## config.mk

```make
export PLATFORM = sky130hd
export DESIGN_NAME = pulse_stretcher_flat
export DESIGN_NICKNAME = d
export VERILOG_FILES = /design/src/rtl/pulse_stretcher_pkg.sv /design/src/rtl/pulse_stretcher_if.sv /design/src/rtl/pulse_stretcher_sat_counter.sv /design/src/rtl/pulse_stretcher.sv /design/src/flat_wrapper.sv
export SDC_FILE = /design/constraint.sdc
export NUM_CORES = 1
export LEC_CHECK = 0
export ABC_CLOCK_PERIOD_IN_PS = 2300
export CAP_MARGIN = 20
export CORE_MARGIN = 1.5
export CORE_UTILIZATION = 48
export DETAILED_ROUTE_END_ITERATION = 7
export PLACE_DENSITY = 0.8
export RECOVER_POWER = 50
export SYNTH_ARGS = -nofsm -noshare
export SYNTH_HDL_FRONTEND = slang
export SYNTH_HIERARCHICAL = 1
export SYNTH_SLANG_ARGS = --single-unit
```

## constraint.sdc

```tcl
create_clock -name clk -period 2.3 [get_ports clk]
set_input_delay 0.46 -clock clk [delete_from_list [all_inputs] [get_ports clk]]
set_output_delay 0.46 -clock clk [all_outputs]
set_load 0.02 [all_outputs]
```

## src/rtl/pulse_stretcher_pkg.sv

```systemverilog
// Shared types and sizing helpers for the pulse stretcher indicator block.
package pulse_stretcher_pkg;

  typedef enum logic [1:0] {
    ST_IDLE = 2'd0,
    ST_ON   = 2'd1,
    ST_GAP  = 2'd2
  } state_e;

  // One down-counter serves both phases, so size it for the longer one.
  function automatic int cnt_width(input int on_cycles, input int off_cycles);
    int m;
    m = (on_cycles > off_cycles) ? on_cycles : off_cycles;
    return (m <= 1) ? 1 : $clog2(m);
  endfunction

endpackage

```

## src/rtl/pulse_stretcher_if.sv

```systemverilog
// Event-in / indicator-out bundle of the pulse stretcher.
interface pulse_stretcher_if #(
  parameter int MAX_PEND = 3
);
  localparam int PW = $clog2(MAX_PEND + 1);

  logic          pulse_in;
  logic          led_out;
  logic          busy;
  logic [PW-1:0] pending;
  logic          overflow;

  modport master (output pulse_in, input led_out, busy, pending, overflow);
  modport slave  (input pulse_in, output led_out, busy, pending, overflow);
endinterface

```

## src/rtl/pulse_stretcher_sat_counter.sv

```systemverilog
// Saturating up/down counter with a sticky overflow flag for dropped increments.
import pulse_stretcher_pkg::*;

module sat_counter #(
  parameter int MAX = 3,
  parameter int W   = $clog2(MAX + 1)
) (
  input  logic         clk,
  input  logic         reset,
  input  logic         inc,
  input  logic         dec,
  output logic [W-1:0] count,
  output logic         overflow
);
  localparam logic [W-1:0] TOP = W'(MAX);

  always_ff @(posedge clk or posedge reset) begin
    if (reset) begin
      count    <= '0;
      overflow <= 1'b0;
    end else if (inc && !dec) begin
      if (count != TOP) count <= count + W'(1);
      else              overflow <= 1'b1;
    end else if (dec && !inc && count != '0) begin
      count <= count - W'(1);
    end
  end
endmodule

```

## src/rtl/pulse_stretcher.sv

```systemverilog
// Stretches single-cycle events into ON_CYCLES high / OFF_CYCLES low periods,
// queueing events that arrive mid-period up to MAX_PEND.
import pulse_stretcher_pkg::*;

module pulse_stretcher #(
  parameter int ON_CYCLES  = 20,
  parameter int OFF_CYCLES = 10,
  parameter int MAX_PEND   = 3
) (
  input  logic               clk,
  input  logic               reset,
  pulse_stretcher_if.slave   io
);
  localparam int CW = cnt_width(ON_CYCLES, OFF_CYCLES);
  localparam int PW = $clog2(MAX_PEND + 1);
  localparam logic [CW-1:0] ON_LOAD  = CW'(ON_CYCLES - 1);
  localparam logic [CW-1:0] OFF_LOAD = CW'(OFF_CYCLES - 1);

  state_e        state;
  logic [CW-1:0] cnt;
  logic [PW-1:0] pending;
  logic          gap_end, pend_inc, pend_dec;

  assign gap_end  = (state == ST_GAP) && (cnt == '0);
  assign pend_dec = gap_end && (pending != '0);
  // At a gap end with nothing queued, a fresh event starts ON directly
  // instead of passing through the queue.
  assign pend_inc = io.pulse_in && (state != ST_IDLE) && !(gap_end && pending == '0);

  sat_counter #(.MAX(MAX_PEND), .W(PW)) u_pend (
    .clk      (clk),
    .reset    (reset),
    .inc      (pend_inc),
    .dec      (pend_dec),
    .count    (pending),
    .overflow (io.overflow)
  );

  assign io.pending = pending;

  always_ff @(posedge clk or posedge reset) begin
    if (reset) begin
      state      <= ST_IDLE;
      cnt        <= '0;
      io.led_out <= 1'b0;
      io.busy    <= 1'b0;
    end else begin
      case (state)
        ST_IDLE: begin
          if (io.pulse_in) begin
            state      <= ST_ON;
            cnt        <= ON_LOAD;
            io.led_out <= 1'b1;
            io.busy    <= 1'b1;
          end
        end
        ST_ON: begin
          io.busy <= 1'b1;
          if (cnt != '0) begin
            cnt <= cnt - CW'(1);
          end else begin
            state      <= ST_GAP;
            cnt        <= OFF_LOAD;
            io.led_out <= 1'b0;
          end
        end
        ST_GAP: begin
          if (cnt != '0) begin
            cnt     <= cnt - CW'(1);
            io.busy <= 1'b1;
          end else if (pending != '0 || io.pulse_in) begin
            state      <= ST_ON;
            cnt        <= ON_LOAD;
            io.led_out <= 1'b1;
            io.busy    <= 1'b1;
          end else begin
            state   <= ST_IDLE;
            io.busy <= 1'b0;
          end
        end
        default: begin
          state      <= ST_IDLE;
          cnt        <= '0;
          io.led_out <= 1'b0;
          io.busy    <= 1'b0;
        end
      endcase
    end
  end
endmodule

```

## src/flat_wrapper.sv

```systemverilog
// flat-port wrapper written by rule: the top's interface ports become plain ports
module pulse_stretcher_flat 
#(
  parameter int ON_CYCLES  = 20,
  parameter int OFF_CYCLES = 10,
  parameter int MAX_PEND   = 3
)
  (clk, reset, io_pulse_in, io_led_out, io_busy, io_pending, io_overflow);
  pulse_stretcher_if #(.MAX_PEND(MAX_PEND)) io_i ();
  input  logic clk;
  input  logic reset;
  input wire logic [$bits(io_i.pulse_in)-1:0] io_pulse_in;
  output wire logic [$bits(io_i.led_out)-1:0] io_led_out;
  output wire logic [$bits(io_i.busy)-1:0] io_busy;
  output wire logic [$bits(io_i.pending)-1:0] io_pending;
  output wire logic [$bits(io_i.overflow)-1:0] io_overflow;
  assign io_i.pulse_in = io_pulse_in;
  assign io_led_out = io_i.led_out;
  assign io_busy = io_i.busy;
  assign io_pending = io_i.pending;
  assign io_overflow = io_i.overflow;
  pulse_stretcher #(.ON_CYCLES(ON_CYCLES), .OFF_CYCLES(OFF_CYCLES), .MAX_PEND(MAX_PEND)) u_core (.clk(clk), .reset(reset), .io(io_i));
endmodule
```

---- Word level (Yosys, flattened, before mapping) ----
Index checks and enable logic that the tools add are counted.
word-level totals
  output and inout bits ................... 5
  logic and storage cells ................. 64
  register bits ........................... 12
  bits of input ports ..................... 3
cells by class
  mux-type cells .......................... 21
  eq/ne operators ......................... 9
  add/subtract/negate cells ............... 3
  bitwise logic cells ..................... 1
  reduce and logical (&&, ||, !) cells .... 24
operator list
  cell                                                                    count
  5-bit two-way mux                                                       4
  5-bit case mux with 3 select lines                                      1
  2-bit two-way mux                                                       6
  2-bit != test (second input constant)                                   5
  1-bit logical AND                                                       8
  1-bit two-way mux                                                       7
  1-bit case mux with 3 select lines                                      2
  2-bit case mux with 3 select lines                                      1
  2-bit AND reduction                                                     3
  2-bit nonzero test                                                      3
  5-bit logical NOT                                                       1
  5-bit nonzero test                                                      1
  5-bit by 1-bit subtractor with 5-bit output (second input constant)     1
  2-bit logical NOT                                                       2
  4-bit AND reduction                                                     1
  1-bit logical NOT                                                       3
  3-bit != test (second input constant)                                   1
  3-bit AND reduction                                                     1
  2-bit by 1-bit adder with 2-bit output (second input constant)          1
  2-bit by 1-bit equality test with 1-bit output (second input constant)  1
  2-bit equality test (second input constant)                             1
  2-bit by 1-bit != test with 1-bit output (second input constant)        1
  2-bit by 1-bit subtractor with 2-bit output (second input constant)     1
  1-bit logical OR                                                        1
  1-bit NOT                                                               1

---- Longest topological paths before layout ----
  depth in word-level cells ............... 10
  depth in mapped cells ................... 9
  mapped depth without buffers ............ 8

---- Modules after synthesis ----
Netlist, hierarchy kept.
modules (own cells, without submodules)
  module           seq. area each (um^2)  instances  cells an instance  area each (um^2)
  pulse_stretcher  225.2                  1          65                 613.1
  sat_counter      75.1                   1          15                 153.9

---- Worst setup path before layout ----
No wires, ideal clock.
  path type ............................... flip-flop to flip-flop
  from .................................... register u_core.cnt[0]
  to ...................................... register u_core.u_pend.overflow
  period minus slack after synthesis ...... 2180 ps
  path buffers ............................ 1
  arrival time ............................ 2060 ps
  cell stages (with the launch flop) ...... 9
  slack ................................... 120 ps
  setup time .............................. 120 ps
  data required time ...................... 2180 ps
  cells stage by stage .................... dfrtp_1 inv_1 ha_1 or4b_1 buf_2 o21ai_0 a21boi_0 nor2b_2 a31o_2
between the ends
  word-level cells in the longest chain between the ends .. 7
  elaborated cells between the ends (all ways) .. 9
  those cells by class .................... 9 x reduce/logical
RTL lines
  element                               line                               text
  start: declaration                    pulse_stretcher.sv:20              logic [CW-1:0] cnt;
  start signal: assignment              pulse_stretcher.sv:60              cnt <= cnt - CW'(1);
  start signal: assignment              pulse_stretcher.sv:69              cnt <= cnt - CW'(1);
  5-bit logical NOT                     pulse_stretcher.sv:24              assign gap_end = (state == ST_GAP) && (cnt == '0);
  1-bit logical AND                     pulse_stretcher.sv:24
  1-bit logical AND                     pulse_stretcher.sv:28              assign pend_inc = io.pulse_in && (state != ST_IDLE) && !(gap_end && pending == '0);
  1-bit logical NOT                     pulse_stretcher.sv:28
  1-bit logical AND                     pulse_stretcher.sv:28
  named net u_core.pend_inc             pulse_stretcher.sv:22              logic gap_end, pend_inc, pend_dec;
  1-bit logical AND                     pulse_stretcher_sat_counter.sv:21  end else if (inc && !dec) begin
  2-bit AND reduction (no source line)  n/a
  end signal: assignment                pulse_stretcher_sat_counter.sv:20  overflow <= 1'b0;
  end signal: assignment                pulse_stretcher_sat_counter.sv:23  else overflow <= 1'b1;
  end: declaration                      pulse_stretcher_sat_counter.sv:13  output logic overflow
The timed path passes the listed nets, and every way through them passes these cells.
A chain may end at the register's enable or synchronous reset.

---- Worst setup path in the final report ----
Ends and elaborated chain as after synthesis.

==> results.tsv <==
stage	metric	value	unit
clocking	Hold Buf Count CTS	0	
timing	final slew viol count	0	
pwr	Worst IR Drop VDD	726	µV
clocking	maximum clock path buffer count	2	
synth	Net Count, Synth	84	
timing	Final Skew	0.000467	ns
routing	drt wl/cell	14.8	µm
placement	GPL Wtd Cong	0.955	
timing	actual slew at the worst max-slew pin	0.371	ns
clocking	TritonCTS Buffers	3	
pwr	sequential share of power	0.367	
floorplan	IO Pins	8	
run_status	status	finished, final reports clean	
worst_setup_path	Data required, critical path	2.46	ns
timing	period utilization	0.939	
flow_run	max-cap viol count	0	
cells_and_area	Core Util, Final	0.598	
clocking	Worst-path clk slew	0.07	ns
synth	post-synth top area share	0.392	
synth	Synth Warn #	6	
timing	worst rel slew slack	0.752	
global_route	GRT Total Usage	0.209	
pwr	Sw Pwr	394	µW
cells_and_area	post-route cell area	901	µm²
cells_and_area	share of cells above drive strength 1	0.231	
synth	synthesized area per cell	9.59	µm²
clocking	CTS Sinks	12	
floorplan	row cnt	14	
global_route	first-pass GRT wire length	2.80	mm
synth	Post-synth EDFFs	0	
timing	Fin. Hold Viols	0	
timing	final hold slack	0.477	ns
worst_hold_path	hold path cells	1	
routing	Via Count	643	
pwr	Comb power frac	0.508	
worst_setup_path	CP arrival	2.32	ns
clocking	H-tree depth	1	
synth	synthesized flop and latch total	12	
routing	ANT nets after route	0	
cells_and_area	ant diodes	0	
pwr	Int Power	615	µW
synth	cell taking the most area after synthesis	dfrtp_1	
pwr	Sw Ratio	0.391	
worst_setup_path	crit path kind	reg2reg	
routing	TritonRoute pass-1 iters	4	
global_route	vias in the first global route	611	
synth	Distinct cells, synth	40	
worst_setup_path	CP max FO	5	
floorplan	Initial Util	0.509	
synth	Async S/R FF share, synth	1.00	
routing	DRT Wirelength	1.58	mm
timing	setup tns final	0	ns
global_route	GR Layer Usage met3	0.0553	
worst_setup_path	Critical Path Source Type	flop	
global_route	gr busiest metal	met2	
worst_setup_path	FF-to-FF path depth	7	
placement	placement-stage cell area	878	µm²
floorplan	die area	1850	µm²
routing	Remaining DRCs	0	
placement	DP HPWL	1.19	mm
cells_and_area	Filler cells	132	
global_route	initial antenna violation count	0	
global_route	met1 Track Usage GR	0.289	
pwr	clock share of power	0.125	
clocking	root buffer cell	clkbuf_4	
routing	initial DRC count	22	
global_route	largest net degree at the start of global routing	12	
synth	Seq/Total Area, Yosys	0.392	
cells_and_area	area grow syn2layout	17.5	%
worst_hold_path	Worst Hold Class	reg2reg	
floorplan	height of the die	43.0	µm
synth	Netlist Area Pre-Place	767	µm²
timing	RSZ-0062 raised after global routing	no	
floorplan	core area	1510	µm²
clocking	CTS tree	done	
timing	Max Clk Rate	0.463	GHz
pwr	pwr/cell area	1120	nW/µm²
clocking	Worst-Skew Late Latency	0.27	ns
floorplan	Die Width	43.0	µm
pwr	total power	1.01	mW
synth	ys flop type	dfrtp_1	
worst_setup_path	critical path endpoint category	flop	
pwr	leakage power	0.367	nW
synth	Syn Inst Count	80	
placement	IO Port Bufs	7	
timing	Setup Viol. Count Final	0	
cells_and_area	area of the multi-input gates	413	µm²
synth	synth top area cells	dfrtp_1 39%, nor3_1 3.9%, nor4b_4 3.1%, inv_1 2.9%, a22o_2 2.6%	
global_route	M2 GR Usage	0.309	
timing	Tmin final	2.16	ns
routing	Vias/cell	6.01	
cells_and_area	register area	300	µm²
global_route	GR Overflow Total	0	
cells_and_area	Nets	97	
[per-layer routing]
metal | vias to the layer above | share of wire
li1 | 317 | -
met1 | 304 | 0.51
met2 | 20 | 0.42
met3 | 2 | 0.052
met4 | 0 | 0.015
met5 | - | 0
[flip-flops by register name, summed over array words and instances, names as in the netlist]
signal,count
u_core/io.busy,1
u_core/state,2
u_core/u_pend/overflow,1
u_core/io.led_out,1
u_core/cnt,5
u_core/u_pend/count,2
[area by class of cell]
cell class	count	share of cell area
timing repair buffer	14	0.136
clock buffer	3	0.0250
sequential	12	0.333
multi-input combinational	56	0.458
tap	16	0.0222
inverter	6	0.0250
[synthesized netlist by cell type (2+ instances only)]
| master | instances |
|---|---|
| dfrtp_1 | 12 |
| inv_1 | 6 |
| nor3_1 | 6 |
| clkbuf_1 | 4 |
| nor2_1 | 4 |
| a21oi_1 | 3 |
| a211oi_1 | 2 |
| a22o_2 | 2 |
| mux2i_1 | 2 |
| nand2_1 | 2 |
| nand2b_1 | 2 |
| nor2b_1 | 2 |
| o21ai_0 | 2 |
| o22ai_1 | 2 |
| o2bb2ai_1 | 2 |
| o31ai_1 | 2 |
| or2_2 | 2 |
[worst max-delay path, stage by stage, from the launching register on]
cell and delay (ns):
dfrtp_1 0.42, inv_1 0.11, ha_1 0.23, or4b_1 0.49, o21ai_1 0.20, a21boi_0 0.16, nor2b_2 0.20, a31o_2 0.24
[path summary, 6_finish.rpt]
kind / slack (ns) / from / endpoint
min in group asynchronous: 0.52 / reset / u_core/u_pend/overflow
min reg2reg: 0.48 / u_core/u_pend/overflow / u_core/u_pend/overflow
max in group asynchronous: 1.42 / reset / u_core/cnt[1]
max: 0.14 / u_core/cnt[0] / u_core/u_pend/overflow
max reg2reg: 0.14 / u_core/cnt[0] / u_core/u_pend/overflow
min: 0.48 / u_core/u_pend/overflow / u_core/u_pend/overflow
[power groups by stage]
| stage | registers [mW] | logic, mW | clock network [mW] |
|---|---|---|---|
| after global routing | 0.381 | 0.560 | 0.143 |
| after CTS | 0.369 | 0.512 | 0.130 |
| after detailed placement | 0.373 | 0.510 | 0 |
| after global placement | 0.371 | 0.494 | 0 |
| final | 0.370 | 0.512 | 0.126 |
| after floorplan | 0.362 | 0.387 | 0 |
[stage by stage]
step           worst slack, ns  std cells
6_report                 0.140        107
5_1_grt                 0.0244        107
4_1_cts                 0.0958        107
3_5_place_dp             0.111        104
3_3_place_gp             0.221        104
2_1_floorplan            0.120         80
[placed cells by master (no fill, tap or decap), types with 2 or more instances in the layout]
cell type / Yosys / layout
dfrtp_1: 12 / 12
buf_4: 0 / 7
nor3_1: 6 / 6
inv_1: 6 / 6
clkdlybuf4s50_1: 0 / 5
nor2_1: 4 / 4
clkbuf_4: 0 / 3
a21oi_1: 3 / 3
dlygate4sd3_1: 0 / 2
o2bb2ai_1: 2 / 2
a211oi_1: 2 / 2
or2_2: 2 / 2
o21ai_1: 1 / 2
nand2_1: 2 / 2
o31ai_1: 2 / 2
nor2b_1: 2 / 2
mux2i_1: 2 / 2
a22o_2: 2 / 2
o22ai_1: 2 / 2
nand2b_1: 2 / 2
[timing repair]
action	in CTS	in global routing
buffers inserted	0	0
endpoints found under the setup margin	0	3
resized for setup	0	1
[logic make-up (layout without fill, tap and decap cells)]
| logic type | count (synthesis) | after routing | synth area share |
|---|---|---|---|
| flops | 12 | 12 | 0.392 |
| fa+ha+maj | 2 | 2 | 0.0294 |
| simple gates | 28 | 28 | 0.245 |
| mux | 2 | 2 | 0.0261 |
| compound gates | 23 | 23 | 0.227 |
| xor+xnor | 1 | 1 | 0.0114 |
| buf+inv | 12 | 23 | 0.0701 |
(Power assumes the default switching activity.)
